<file path="src/rtl/util_wr_sync_sched_pkg.sv">
// Shared types for the timestamp write-sync scheduler: FSM states and default counter width.
// No logic; imported by the scheduler and its period counter.
package util_wr_sync_sched_pkg;

    localparam int DEF_COUNT_WIDTH = 32;

    typedef enum logic [1:0] {
        ST_IDLE  = 2'd0,
        ST_REQ   = 2'd1,
        ST_COUNT = 2'd2
    } state_t;

endpackage

</file>
<file path="src/rtl/util_wr_sync_period_cnt.sv">
// Modulo-N sample counter: o_count runs 0..N-1, o_wrap is a same-cycle strobe on the last increment.
// One-cycle update latency; i_clr overrides counting and has no backpressure.
module util_wr_sync_period_cnt #(
    parameter int W = util_wr_sync_sched_pkg::DEF_COUNT_WIDTH
) (
    input  logic         clk,
    input  logic         resetn,
    input  logic         i_clr,
    input  logic         i_inc,
    input  logic [W-1:0] i_period,
    output logic [W-1:0] o_count,
    output logic         o_wrap
);

    logic [W-1:0] r_count;
    logic         w_last;

    // >= keeps the counter bounded even if the period shrinks below the current position
    assign w_last  = (r_count >= (i_period - W'(1)));
    assign o_wrap  = i_inc & w_last;
    assign o_count = r_count;

    always_ff @(posedge clk or negedge resetn) begin
        if (!resetn) begin
            r_count <= '0;
        end else if (i_clr || o_wrap) begin
            r_count <= '0;
        end else if (i_inc) begin
            r_count <= r_count + W'(1);
        end
    end

endmodule

</file>
<file path="src/rtl/util_wr_sync_sched.sv">
// Timestamp write-sync scheduler: requests a sync at samples 0, N, 2N..., held until sync_ack; request is registered (1 cycle).
// Single outstanding request; boundary with a pending request sets sticky overrun. UTIL_WR_SYNC_SCHED_STATS_EN enables sync_count.
module util_wr_sync_sched
    import util_wr_sync_sched_pkg::*;
#(
    parameter int COUNT_WIDTH = DEF_COUNT_WIDTH
) (
    input  logic                   clk,
    input  logic                   resetn,
    input  logic                   enable,
    input  logic [COUNT_WIDTH-1:0] timestamp_every,
    input  logic                   sample_valid,
    input  logic                   sync_ack,
    output logic                   timestamp_wr_sync,
    output logic [COUNT_WIDTH-1:0] sample_count,
    output logic                   overrun,
    input  logic                   overrun_clr,
    output logic [31:0]            sync_count
);

    state_t                 r_state;
    state_t                 w_next_state;
    logic [COUNT_WIDTH-1:0] r_period;
    logic                   r_sync;
    logic                   r_overrun;
    logic                   w_load;
    logic                   w_ovr_set;
    logic                   w_wrap;
    logic                   w_every_zero;

    assign w_every_zero = (timestamp_every == '0);

    util_wr_sync_period_cnt #(
        .W (COUNT_WIDTH)
    ) u_period_cnt (
        .clk      (clk),
        .resetn   (resetn),
        .i_clr    (w_next_state == ST_IDLE),
        .i_inc    (sample_valid && (r_state != ST_IDLE)),
        .i_period (r_period),
        .o_count  (sample_count),
        .o_wrap   (w_wrap)
    );

    always_comb begin
        w_next_state = r_state;
        w_load       = 1'b0;
        w_ovr_set    = 1'b0;
        case (r_state)
            ST_IDLE: begin
                if (!w_every_zero) begin
                    w_next_state = ST_REQ;
                    w_load       = 1'b1;
                end
            end
            ST_REQ: begin
                // a boundary re-issues the request whether or not this cycle's ack consumed the old one
                if (w_wrap) begin
                    w_load = 1'b1;
                    if (w_every_zero) begin
                        w_next_state = ST_IDLE;
                    end else begin
                        w_next_state = ST_REQ;
                        w_ovr_set    = !sync_ack;
                    end
                end else if (sync_ack) begin
                    w_next_state = ST_COUNT;
                end
            end
            ST_COUNT: begin
                if (w_wrap) begin
                    w_load       = 1'b1;
                    w_next_state = w_every_zero ? ST_IDLE : ST_REQ;
                end
            end
            default: w_next_state = ST_IDLE;
        endcase
        if (!enable) begin
            w_next_state = ST_IDLE;
            w_load       = 1'b0;
            w_ovr_set    = 1'b0;
        end
    end

    always_ff @(posedge clk or negedge resetn) begin
        if (!resetn) begin
            r_state   <= ST_IDLE;
            r_sync    <= 1'b0;
            r_period  <= '0;
            r_overrun <= 1'b0;
        end else begin
            r_state <= w_next_state;
            r_sync  <= (w_next_state == ST_REQ);
            if (w_load) begin
                r_period <= timestamp_every;
            end
            if (w_ovr_set) begin
                r_overrun <= 1'b1;
            end else if (overrun_clr) begin
                r_overrun <= 1'b0;
            end
        end
    end

    assign timestamp_wr_sync = r_sync;
    assign overrun           = r_overrun;

`ifdef UTIL_WR_SYNC_SCHED_STATS_EN
    logic        w_ack_take;
    logic [31:0] r_sync_count;

    assign w_ack_take = enable && (r_state == ST_REQ) && sync_ack;

    always_ff @(posedge clk or negedge resetn) begin
        if (!resetn) begin
            r_sync_count <= 32'd0;
        end else if (w_ack_take) begin
            r_sync_count <= r_sync_count + 32'd1;
        end
    end

    assign sync_count = r_sync_count;
`else
    assign sync_count = 32'd0;
`endif

endmodule
</file>
<file path="config.mk">
export PLATFORM = sky130hd
export DESIGN_NAME = util_wr_sync_sched
export DESIGN_NICKNAME = d
export VERILOG_FILES = /design/src/rtl/util_wr_sync_sched_pkg.sv /design/src/rtl/util_wr_sync_period_cnt.sv /design/src/rtl/util_wr_sync_sched.sv
export SDC_FILE = /design/constraint.sdc
export NUM_CORES = 1
export LEC_CHECK = 0
export BUFFER_PORTS_ARGS = -buffer_cell sky130_fd_sc_hd__clkbuf_2
export CAP_MARGIN = 20
export CORE_MARGIN = 5
export CORE_UTILIZATION = 53
export CTS_BUF_LIST = sky130_fd_sc_hd__clkbuf_16
export DETAILED_ROUTE_END_ITERATION = 6
export PLACE_DENSITY = 0.88
export SYNTH_ARGS = -nofsm -noshare
export SYNTH_HDL_FRONTEND = slang
export SYNTH_SLANG_ARGS = --single-unit
</file>
<file path="constraint.sdc">
create_clock -name clk -period 6.5 [get_ports clk]
set_clock_uncertainty 0.1 [all_clocks]
set_input_delay 0.65 -clock clk [delete_from_list [all_inputs] [get_ports clk]]
set_output_delay 0.65 -clock clk [all_outputs]
set_load 0.1 [all_outputs]
</file>
==> out/results.ini <==
[sta]
max_freq_mhz = 188
max-slew-margin-rel = 0.354
worst_pin_slew_ps = 965
slew_violations = 0
holdWs_ps = 397
period_minus_slack_ps = 5330
rsz0062_at_grt = no
layout_setup_ws_ps = 1170
setup_viol = 0
fin_setup_tns_ps = 0
timing.final.hold_violations = 0
finalCritPeriodShare = 0.820

[route]
first_pass_iters = 4
routed_wl_um = 12200
drtIter0Drc = 279
drc = 0
vias_per_cell = 6.10
via_count = 4167
wl_per_cell_um = 17.9
antenna_left = 0

[worst_setup_path]
cp_slowest_cell = a211o_1
cpLargestDelayFamily = simple AND/OR/NAND/NOR gates
startpoint_type = flip-flop
required_ps = 6620
crit_type = reg -> reg
crit_fanout = 28
path_cells = nor4_2 > nand4_1 > or4_1 > nand2b_1 > nand2b_1 > nor4_1 > xnor2_1 > ha_1 > nand4_1 > nor4_1 > a2bb2oi_1 > a21oi_1 > a211o_1 > o21ai_0 > a21o_1
cp-end-kind = flip-flop
critical_path.max_stage_delay_ps = 720
arrival_ps = 5460
worst-path-buf-inv = 0

[die]
io-pin-count = 104
die_h_um = 105
start_util = 0.546
core_area_um2 = 8760
dieArea_um2 = 11000
die_x_um = 105
rows = 34

[global_routing]
grt_usage = 0.224
grt-busiest-layer = met2
grt_overflow = 0
grt_use_met3 = 0.0401
grt_use_met2 = 0.383
grt_pass1_wl_um = 20500
grt_max_degree = 69
first_global_vias = 4235
grt.met1_usage = 0.275
antenna_found_initial = 0

[pwr]
seqPwrFrac = 0.380
power_density_nw_per_um2 = 251
p_int_uw = 936
combPwrFrac = 0.223
swShare = 0.317
peakVddDrop_v = 0.000152
p_leak_nw = 2.41
p_clk_frac = 0.397
p_switching_uw = 433

[synth]
yosysSeqAreaShare = 0.356
synth_largest_area_cell = dfrtp_1
yosysUniqueCellTypes = 51
syn_area_per_cell_um2 = 9.62
synthCells = 497
ys_seq_elements = 68
synth_top_area_share = 0.356
synth_top_cells_by_area = dfrtp_1, ha_1, mux2_2, buf_4, xnor2_1
ys_warn_count = 0
synth-edff-count = 0
synthFlopType = dfrtp_1
async_flop_share = 1.00
synthesis.area_um2 = 4780

[min_path]
hp-class = in -> reg

[finish]
area_growth_syn_to_layout_pct = 14.0
antenna-diode-count = 0
fillers = 701
stdcell_count = 683
layout.nets = 646
drive_gt1_frac = 0.219

[cts]
cts_max_level = 3
clockBufferDepth = 2
clkLatencyLatePin_ps = 330
cts_hold_buffers = 0
clockRootBuffer = clkbuf_16
cts_tree = built
numCtsBuffers = 9
cts.sinks = 68
postCtsSetupBuffers = 0
clk_pin_slew_ps = 60
cts_resized = 0

[run]
maxCapViolCount = 0

[placed_design]
dp.cells = 667
dp_hpwl_um = 9160
place.gp.congestion = 0.917
detailedPlace.worstSlack_ps = 1290
port_buffers = 71

[status]
status = finished clean

[final cells by class]
class / instances / area [um2] / share of cell area
clock buffer: 9 / 225 / 0.0413
inverter: 13 / 48.8 / 0.00895
clock inverter: 7 / 106 / 0.0195
sequential: 68 / 1700 / 0.312
multi-input combinational: 404 / 2860 / 0.524
tap: 108 / 135 / 0.0248
timing repair buffer: 74 / 378 / 0.0693
[state kept, by name, summed over array words and instances (netlist names)]
name	cells
r_period	32
overrun	1
timestamp_wr_sync	1
r_state	2
u_period_cnt.o_count	32
[cell usage in the layout (no fill, tap or decap), types with 4 or more instances in the layout]
master and count:
o21ai_0 23, xnor2_1 23, o211ai_1 5, a211oi_1 5, nor4_1 16, clkbuf_2 71
or3_1 13, nor3_1 13, ha_1 38, dfrtp_1 68, clkbuf_16 9, or4_1 7
xor2_1 18, nor2b_1 4, nor2_1 36, conb_1 32, nand2b_1 7, nand3_1 13
inv_1 14, and4_1 5, nand4_1 16, mux2_2 32, nand2_1 24, and3_1 10
a21o_1 4, a21oi_1 28
[power by group through the flow]
stage,sequential (mW),combinational (mW),clock (mW)
final,0.520,0.305,0.544
after detailed placement,0.524,0.300,0
after global routing,0.525,0.333,0.565
after global placement,0.518,0.284,0
after CTS,0.517,0.305,0.547
after floorplan,0.516,0.249,0
[stage by stage]
stage / utilization / area, um2 / total power [mW]
4_1_cts: 0.622 / 5450 / 1.37
2_1_floorplan: - / 4900 / 0.765
6_report: 0.622 / 5450 / 1.37
3_3_place_gp: 0.584 / 5120 / 0.802
3_5_place_dp: 0.584 / 5120 / 0.824
5_1_grt: 0.622 / 5450 / 1.42
[cell families (layout without fill, tap and decap cells)]
kind of cell | count (synthesis) | in the layout | share of synthesized area
and+or+nand+nor | 172 | 172 | 0.195
AOI/OAI and AO/OA | 86 | 86 | 0.119
DFF | 68 | 68 | 0.356
buffers and inverters | 56 | 103 | 0.0727
xor gates and xnor gates | 41 | 41 | 0.0751
adders and majority gates | 38 | 38 | 0.0994
muxes | 35 | 35 | 0.0816
other | 1 | 32 | 0.000784
[cell usage after synthesis, types with 4 or more instances]
cell type,count
buf_4,32
xnor2_1,23
inv_1,13
buf_2,8
nand4_1,16
ha_1,38
a211oi_1,5
nor2b_1,4
xor2_1,18
dfrtp_1,68
and3_1,10
nand2b_1,7
nor4_1,16
a21o_1,4
mux2_2,32
nor2_1,36
nand2_1,24
or4_1,7
o21ai_0,23
nor3_1,13
nand3_1,13
or3_1,13
a21oi_1,28
and4_1,5
o211ai_1,5
[worst paths after layout]
path,startpoint,to,slack [ps],cells after the start
max,r_period[5],u_period_cnt.o_count[6],1170,15
min,overrun_clr,overrun,400,2
max reg2reg,r_period[5],u_period_cnt.o_count[6],1170,15
min reg2reg,overrun,overrun,440,2
max in group asynchronous,resetn,u_period_cnt.o_count[26],5340,2
min in group asynchronous,resetn,r_period[0],420,2
[per-layer routing]
metal  up-vias  routed length, um  part of all wire
met3        38                830             0.068
met2       192               6210              0.51
met4         0                388             0.032
li1       1917                  -                 -
met5         -                  0                 0
met1      2020               4810              0.39
[worst reg2reg max path, cell delays in order, from the launching register on]
cell	delay [ps]
dfrtp_1	430
nor4_2	450
nand4_1	250
or4_1	590
nand2b_1	220
nand2b_1	190
nor4_1	260
xnor2_1	110
ha_1	330
nand4_1	150
nor4_1	450
a2bb2oi_1	190
a21oi_1	360
a211o_1	730
o21ai_0	210
a21o_1	210
Note: power is estimated with default switching activity, not from simulation.
